<file path="config.mk">
export PLATFORM = sky130hd
export DESIGN_NAME = sdram_arbiter
export DESIGN_NICKNAME = d
export VERILOG_FILES = /design/src/rtl/sdram_arbiter.sv
export SDC_FILE = /design/constraint.sdc
export NUM_CORES = 1
export LEC_CHECK = 0
export CORE_ASPECT_RATIO = 1.4
export CORE_MARGIN = 10
export CORE_UTILIZATION = 43
export DETAILED_ROUTE_END_ITERATION = 8
export PLACE_DENSITY_LB_ADDON = 0.08
export SYNTH_ARGS = -nofsm -noshare
export SYNTH_HDL_FRONTEND = slang
export SYNTH_SLANG_ARGS = --single-unit
</file>
<file path="constraint.sdc">
create_clock -name clock -period 4 [get_ports clock]
set_clock_uncertainty 0.2 [all_clocks]
set_input_delay 0.6 -clock clock [delete_from_list [all_inputs] [get_ports clock]]
set_output_delay 0.6 -clock clock [all_outputs]
set_load 0.01 [all_outputs]
</file>
<file path="src/rtl/sdram_arbiter.sv">
// Two-port SDRAM access arbiter with periodic auto-refresh and fixed-length access slots.
// Define SDRAM_ARB_RR_EN for round-robin port arbitration (default: port 1 over port 0).
module sdram_arbiter #(
  parameter int SLOT           = 12,
  parameter int REFRESH_PERIOD = 390,
  parameter int AW             = 24
) (
  input  logic          clock,
  input  logic          reset,
  input  logic          req0,
  input  logic          we0,
  input  logic [AW-1:0] a0,
  input  logic [15:0]   d0,
  output logic [15:0]   q0,
  output logic          ack0,
  input  logic          req1,
  input  logic          we1,
  input  logic [AW-1:0] a1,
  input  logic [15:0]   d1,
  output logic [15:0]   q1,
  output logic          ack1,
  input  logic          memReady,
  output logic          memRd,
  output logic          memWr,
  output logic          memRf,
  output logic [AW-1:0] memA,
  output logic [15:0]   memD,
  input  logic [15:0]   memQ
);

  localparam int CW = $clog2(SLOT);
  localparam int RW = $clog2(REFRESH_PERIOD);
  localparam logic [CW-1:0] SLOT_LAST = CW'(SLOT - 2);
  localparam logic [RW-1:0] REF_LAST  = RW'(REFRESH_PERIOD - 1);

  typedef enum logic [2:0] {S_INIT, S_IDLE, S_STROBE, S_WAIT, S_DONE} state_t;
  typedef enum logic [1:0] {K_RD, K_WR, K_RF} kind_t;

  state_t        state;
  kind_t         kind;
  logic          owner;
  logic [CW-1:0] slot_cnt;
  logic [RW-1:0] ref_cnt;
  logic          ref_pend;

  logic          pick1;
  logic          sel_we;
  logic [AW-1:0] sel_a;
  logic [15:0]   sel_d;

`ifdef SDRAM_ARB_RR_EN
  logic last1;

  always_comb begin
    pick1 = req1 && (!req0 || !last1);
  end
`else
  always_comb begin
    pick1 = req1;
  end
`endif

  assign sel_we = pick1 ? we1 : we0;
  assign sel_a  = pick1 ? a1  : a0;
  assign sel_d  = pick1 ? d1  : d0;

  // NOTE: all state below uses non-blocking assignments so every branch sees
  // the pre-edge values; the async reset puts strobes high without a clock.
  always_ff @(posedge clock or posedge reset) begin
    if (reset) begin
      state    <= S_INIT;
      kind     <= K_RD;
      owner    <= 1'b0;
      slot_cnt <= '0;
      ref_cnt  <= '0;
      ref_pend <= 1'b0;
      memRd    <= 1'b1;
      memWr    <= 1'b1;
      memRf    <= 1'b1;
      memA     <= '0;
      memD     <= '0;
      q0       <= '0;
      q1       <= '0;
      ack0     <= 1'b0;
      ack1     <= 1'b0;
`ifdef SDRAM_ARB_RR_EN
      last1    <= 1'b1;
`endif
    end else begin
      // Strobes and acks are single-cycle pulses: default them inactive.
      memRd <= 1'b1;
      memWr <= 1'b1;
      memRf <= 1'b1;
      ack0  <= 1'b0;
      ack1  <= 1'b0;

      case (state)
        S_INIT: begin
          if (memReady) state <= S_IDLE;
        end
        S_IDLE: begin
          if (!memReady) begin
            state <= S_INIT;
          end else if (ref_pend) begin
            kind     <= K_RF;
            memRf    <= 1'b0;
            ref_pend <= 1'b0;
            state    <= S_STROBE;
          end else if (req0 || req1) begin
            owner <= pick1;
            memA  <= sel_a;
            memD  <= sel_d;
            kind  <= sel_we ? K_WR : K_RD;
            if (sel_we) memWr <= 1'b0;
            else        memRd <= 1'b0;
`ifdef SDRAM_ARB_RR_EN
            last1 <= pick1;
`endif
            state <= S_STROBE;
          end
        end
        S_STROBE: begin
          slot_cnt <= '0;
          state    <= S_WAIT;
        end
        S_WAIT: begin
          if (slot_cnt == SLOT_LAST) begin
            state <= S_DONE;
            if (kind != K_RF) begin
              if (owner) ack1 <= 1'b1;
              else       ack0 <= 1'b1;
            end
            if (kind == K_RD) begin
              if (owner) q1 <= memQ;
              else       q0 <= memQ;
            end
          end else begin
            slot_cnt <= slot_cnt + 1'b1;
          end
        end
        S_DONE: begin
          state <= S_IDLE;
        end
        default: state <= S_INIT;
      endcase

      // Placed after the FSM so a fresh expiry wins over a same-cycle clear.
      if (state != S_INIT) begin
        if (ref_cnt == REF_LAST) begin
          ref_cnt  <= '0;
          ref_pend <= 1'b1;
        end else begin
          ref_cnt <= ref_cnt + 1'b1;
        end
      end
    end
  end

endmodule

</file>
# [Word level (Yosys, flattened, before mapping)]
# Index checks and enable logic that the tools add are counted.
[word_totals] reg_bits=97 in_bits=103 wordCells=82
[op_classes] muxes=40 bitwise_logic=2 add_sub_neg=2 eq_ne=11 reduce_logical=12
[ops] cell="1-bit two-way mux" count=27
[ops] cell="24-bit two-way mux" count=1
[ops] cell="16-bit two-way mux" count=1
[ops] cell="3-bit two-way mux" count=5
[ops] cell="3-bit one-hot mux with 5 select lines" count=1
[ops] cell="4-bit AND reduction" count=3
[ops] cell="9-bit by 1-bit adder with 9-bit output (second input constant)" count=1
[ops] cell="9-bit == test (second input constant)" count=1
[ops] cell="9-bit two-way mux" count=1
[ops] cell="2-bit != test (second input constant)" count=4
[ops] cell="4-bit one-hot mux with 2 select lines" count=1
[ops] cell="3-bit by 2-bit == test with 1-bit output (second input constant)" count=2
[ops] cell="3-bit AND reduction" count=2
[ops] cell="4-bit by 1-bit adder with 4-bit output (second input constant)" count=1
[ops] cell="4-bit == test (second input constant)" count=1
[ops] cell="2-bit two-way mux" count=2
[ops] cell="4-bit two-way mux" count=1
[ops] cell="4-bit != test (second input constant)" count=1
[ops] cell="2-bit nonzero test" count=2
[ops] cell="3-bit by 1-bit == test with 1-bit output (second input constant)" count=1
[ops] cell="3-bit == test (second input constant)" count=1
[ops] cell="3-bit logical NOT" count=1
[ops] cell="3-bit nonzero test" count=1
[ops] cell="2-bit logical NOT" count=1
[ops] cell="3 further kinds" count=4

# [Depth between registers and ports, before layout]
[depth] ltp_word=6 mapped_depth=6 ltp_nobuf=5

# [Worst setup path before layout]
# OpenSTA, ideal clock, no wires.
[synth_timing] path_type="input port to flip-flop" from="input port req1" to="register memA[10]" n_path_buf=2 path_slack_ns=1.864 arrival_time_ns=1.811 stages=4 setup_ns=0.125 path_cell_list="clkbuf_1 > clkbuf_1 > mux2_2 > mux2_2"
[synth_between] elab_chain_len=2 word_cells_on_any_way=3 cone_classes="mux (1); reduce/logical (2)"
[synth_lines] element="start, declared" line_no="16" source="input logic req1,"
[synth_lines] element="1-bit logical OR" line_no="109" source="end else if (req0 || req1) begin"
[synth_lines] element="4-bit AND reduction (no line)"
[synth_lines] element="end signal, assigned" line_no="111" source="memA <= sel_a;"
[synth_lines] element="end, declared" line_no="26" source="output logic [AW-1:0] memA,"
# Several ways; a longest one is shown, not always the timed one.
# A chain may end at the register's enable or synchronous reset.

# [Final worst setup path]
[layout_timing] from="input port req1" to="register memA[3]"
# Same word-level chain as after synthesis.

==> qor.csv <==
metric,value,unit
num_antenna_cells,0,
ff2ff_setup_slack,1.92,ns
final_nets,598,
start_util,0.445,
gr-usage-all-layers,0.160,
crit_fanout,45,
startpoint_type,input pin,
power.share.clock,0.202,
dieArea,14900,µm²
syn_inst,312,
wl,11.8,mm
drtIter0Drc,62,
die_height,140,µm
cts_setup_buffers,0,
syn_to_final_growth,48.7,%
pin_count,180,
post_drt_wl_per_cell,18.7,µm
synth_seq_cells,97,
slowest_stage,buf_2,
mappedNetlistNets,419,
drv_slew,0,
place_hpwl,9.36,mm
hold_violations,0,
relSlewSlack,0.350,
yosys-top-cells-count,"mux2_2 (114), dfrtp_1 (94), nand2_1 (11)",
fmax,416,MHz
status,finished clean,
met2_length,5.92,mm
min_period,2.40,ns
comb_power_share,0.393,
place_congestion,0.801,
crit_required,4.02,ns
setup_viol,0,
antenna_left,0,
finalSetupTns,0,ns
numCtsBuffers,9,
yosysTopAreaCell,dfrtp_1,
route.detailed.drc,0,
p_int,2.68,mW
ctsHoldBuffers,0,
worstPathCellList,buf_2 -> nor2_1 -> nor3_4 -> buf_4 -> mux2_2,
p_sw_frac,0.306,
grt_max_degree,52,
power.share.sequential,0.405,
syn_area,4450,µm²
die_width,106,µm
globalRouteOverflowTotal,0,
cts_resized,0,
cts-root-buf,clkbuf_16,
dr_wl_met3,1.03,mm
finalNonFillerCells,631,
hp-class,flip-flop to flip-flop,
p_switching,1.18,mW
powerDensity,584,nW/µm²
static-leakage-power,2.72,nW
worst_pin_slew,0.975,ns
core-area,10000,µm²
syn_avg_cell_area,14.3,µm²
period_share,0.601,
place_inst,615,
yosysWarningCount,0,
async_flop_share,1.00,
synth.most_common_cell,mux2_2,
synth_top_area_frac,0.528,
critPathKind,input pin to flip-flop,
maxCapViolCount,0,
synth_edf_count,0,
clock_sinks,97,
cts_buffer_depth,2,
ir_drop,0.369,mV
cts.clk_slew.worst_paths,0.06,ns
io_buffers,179,
slowest_delay,0.73,ns
m1WireLength,4.68,mm
rows,43,
cts.htree.levels,3,
synth_flop_cell,dfrtp_1,
synthDistinctLibCells,40,
grt_pass1_wl,18.8,mm
top_layer_used,met4,
crit_path_end_kind,flip-flop,
cts_tree,built,
synth_area_leaders,"dfrtp_1 (53%), mux2_2 (29%), dfstp_2 (1.8%), buf_6 (1.3%), ha_1 (1.1%)",
antenna_found_initial,0,
grt_pass1_vias,3459,
rsz0062_at_grt,no,
vias_per_cell,5.00,
drive_gt1_frac,0.292,
clk-insertion-delay-late,0.34,ns
arrival,2.42,ns
yosysSeqAreaShare,0.546,
num_vias,3156,
dr.pass1.iters,4,
==> layout by cell type, fill, tap and decap left out, types with 3 or more instances in the layout <==
master             n
mux2_2           114
xor2_1             4
nand2_1           11
clkbuf_16          9
inv_1              3
nand4_1            3
buf_4              3
clkdlybuf4s50_1  178
clkinvlp_4         3
nor2_1            10
a21oi_1            3
dfstp_2            3
dfrtp_1           94
o21ai_0            5
nand3_1            5
mux2i_1            3
o211ai_1           3
ha_1               4
o31ai_1            5
==> worst max-delay path: cells and delay by family <==
kind	cells	cell delay, ns
AND/OR/NAND/NOR	2	0.38
buffers and inverters	2	1.05
multiplexers	1	0.38
==> cell families after synthesis <==
kind of cell,after synthesis,share of synthesized area
and+or+nand+nor,51,0.0815
AOI/OAI and AO/OA,20,0.0304
adders and majority gates,4,0.0112
buffers and inverters,19,0.0278
DFF,97,0.546
muxes,117,0.295
xor gates and xnor gates,4,0.00787
==> power by group through the flow <==
stage          combinational (mW)  clock [mW]  sequential, mW
6_report                     1.52       0.781            1.57
5_1_grt                      1.64       0.847            1.63
4_1_cts                      1.56       0.806            1.57
3_5_place_dp                 1.55           0            1.59
3_3_place_gp                 1.52           0            1.57
2_1_floorplan               0.644           0            1.66
==> flip-flops by register name, indices dropped and copies added (netlist names) <==
| signal | count |
|---|---|
| ack0 | 1 |
| ack1 | 1 |
| kind | 2 |
| memA | 24 |
| memD | 16 |
| memRd | 1 |
| memRf | 1 |
| memWr | 1 |
| owner | 1 |
| q0 | 16 |
| q1 | 16 |
| ref_cnt | 9 |
| ref_pend | 1 |
| slot_cnt | 4 |
| state | 3 |
==> area by class of cell <==
cell class | instances | area (µm²)
Fill cell | 789 | 3390
Sequential cell | 97 | 2430
Multi-Input combinational cell | 196 | 1900
Timing Repair Buffer | 183 | 1830
Clock buffer | 10 | 229
Tap cell | 135 | 169
Clock inverter | 6 | 45.0
Inverter | 4 | 17.5
==> final timing paths <==
check                      cells after the start   startpoint        to
min in group asynchronous                      2        reset   memA[7]
max                                            5         req1   memA[3]
max in group asynchronous                      3        reset     memRf
max reg2reg                                    6  slot_cnt[0]     q0[2]
min                                            1     memD[12]  memD[12]
min reg2reg                                    1     memD[12]  memD[12]
==> layer usage <==
| layer | up-vias | track usage |
|---|---|---|
| met5 | - | 0 |
| met4 | 0 | 0.0508 |
| met3 | 11 | 0.0689 |
| met2 | 122 | 0.273 |
| met1 | 1537 | 0.174 |
| li1 | 1486 | - |
==> metrics by stage <==
| stage | setup slack, ns | hold slack [ns] | power [mW] | cell area (µm²) | util |
|---|---|---|---|---|---|
| after global placement | 1.28 | 0.277 | 3.09 | 6340 | 0.634 |
| after CTS | 1.59 | 0.308 | 3.94 | 6620 | 0.661 |
| after detailed placement | 1.23 | 0.293 | 3.14 | 6340 | 0.634 |
| after global routing | 1.46 | 0.316 | 4.11 | 6620 | 0.661 |
| after floorplan | 0.671 | 0.260 | 2.31 | 4450 | - |
| final | 1.60 | 0.305 | 3.87 | 6620 | 0.661 |
Note: power is estimated with default switching activity, not from simulation.
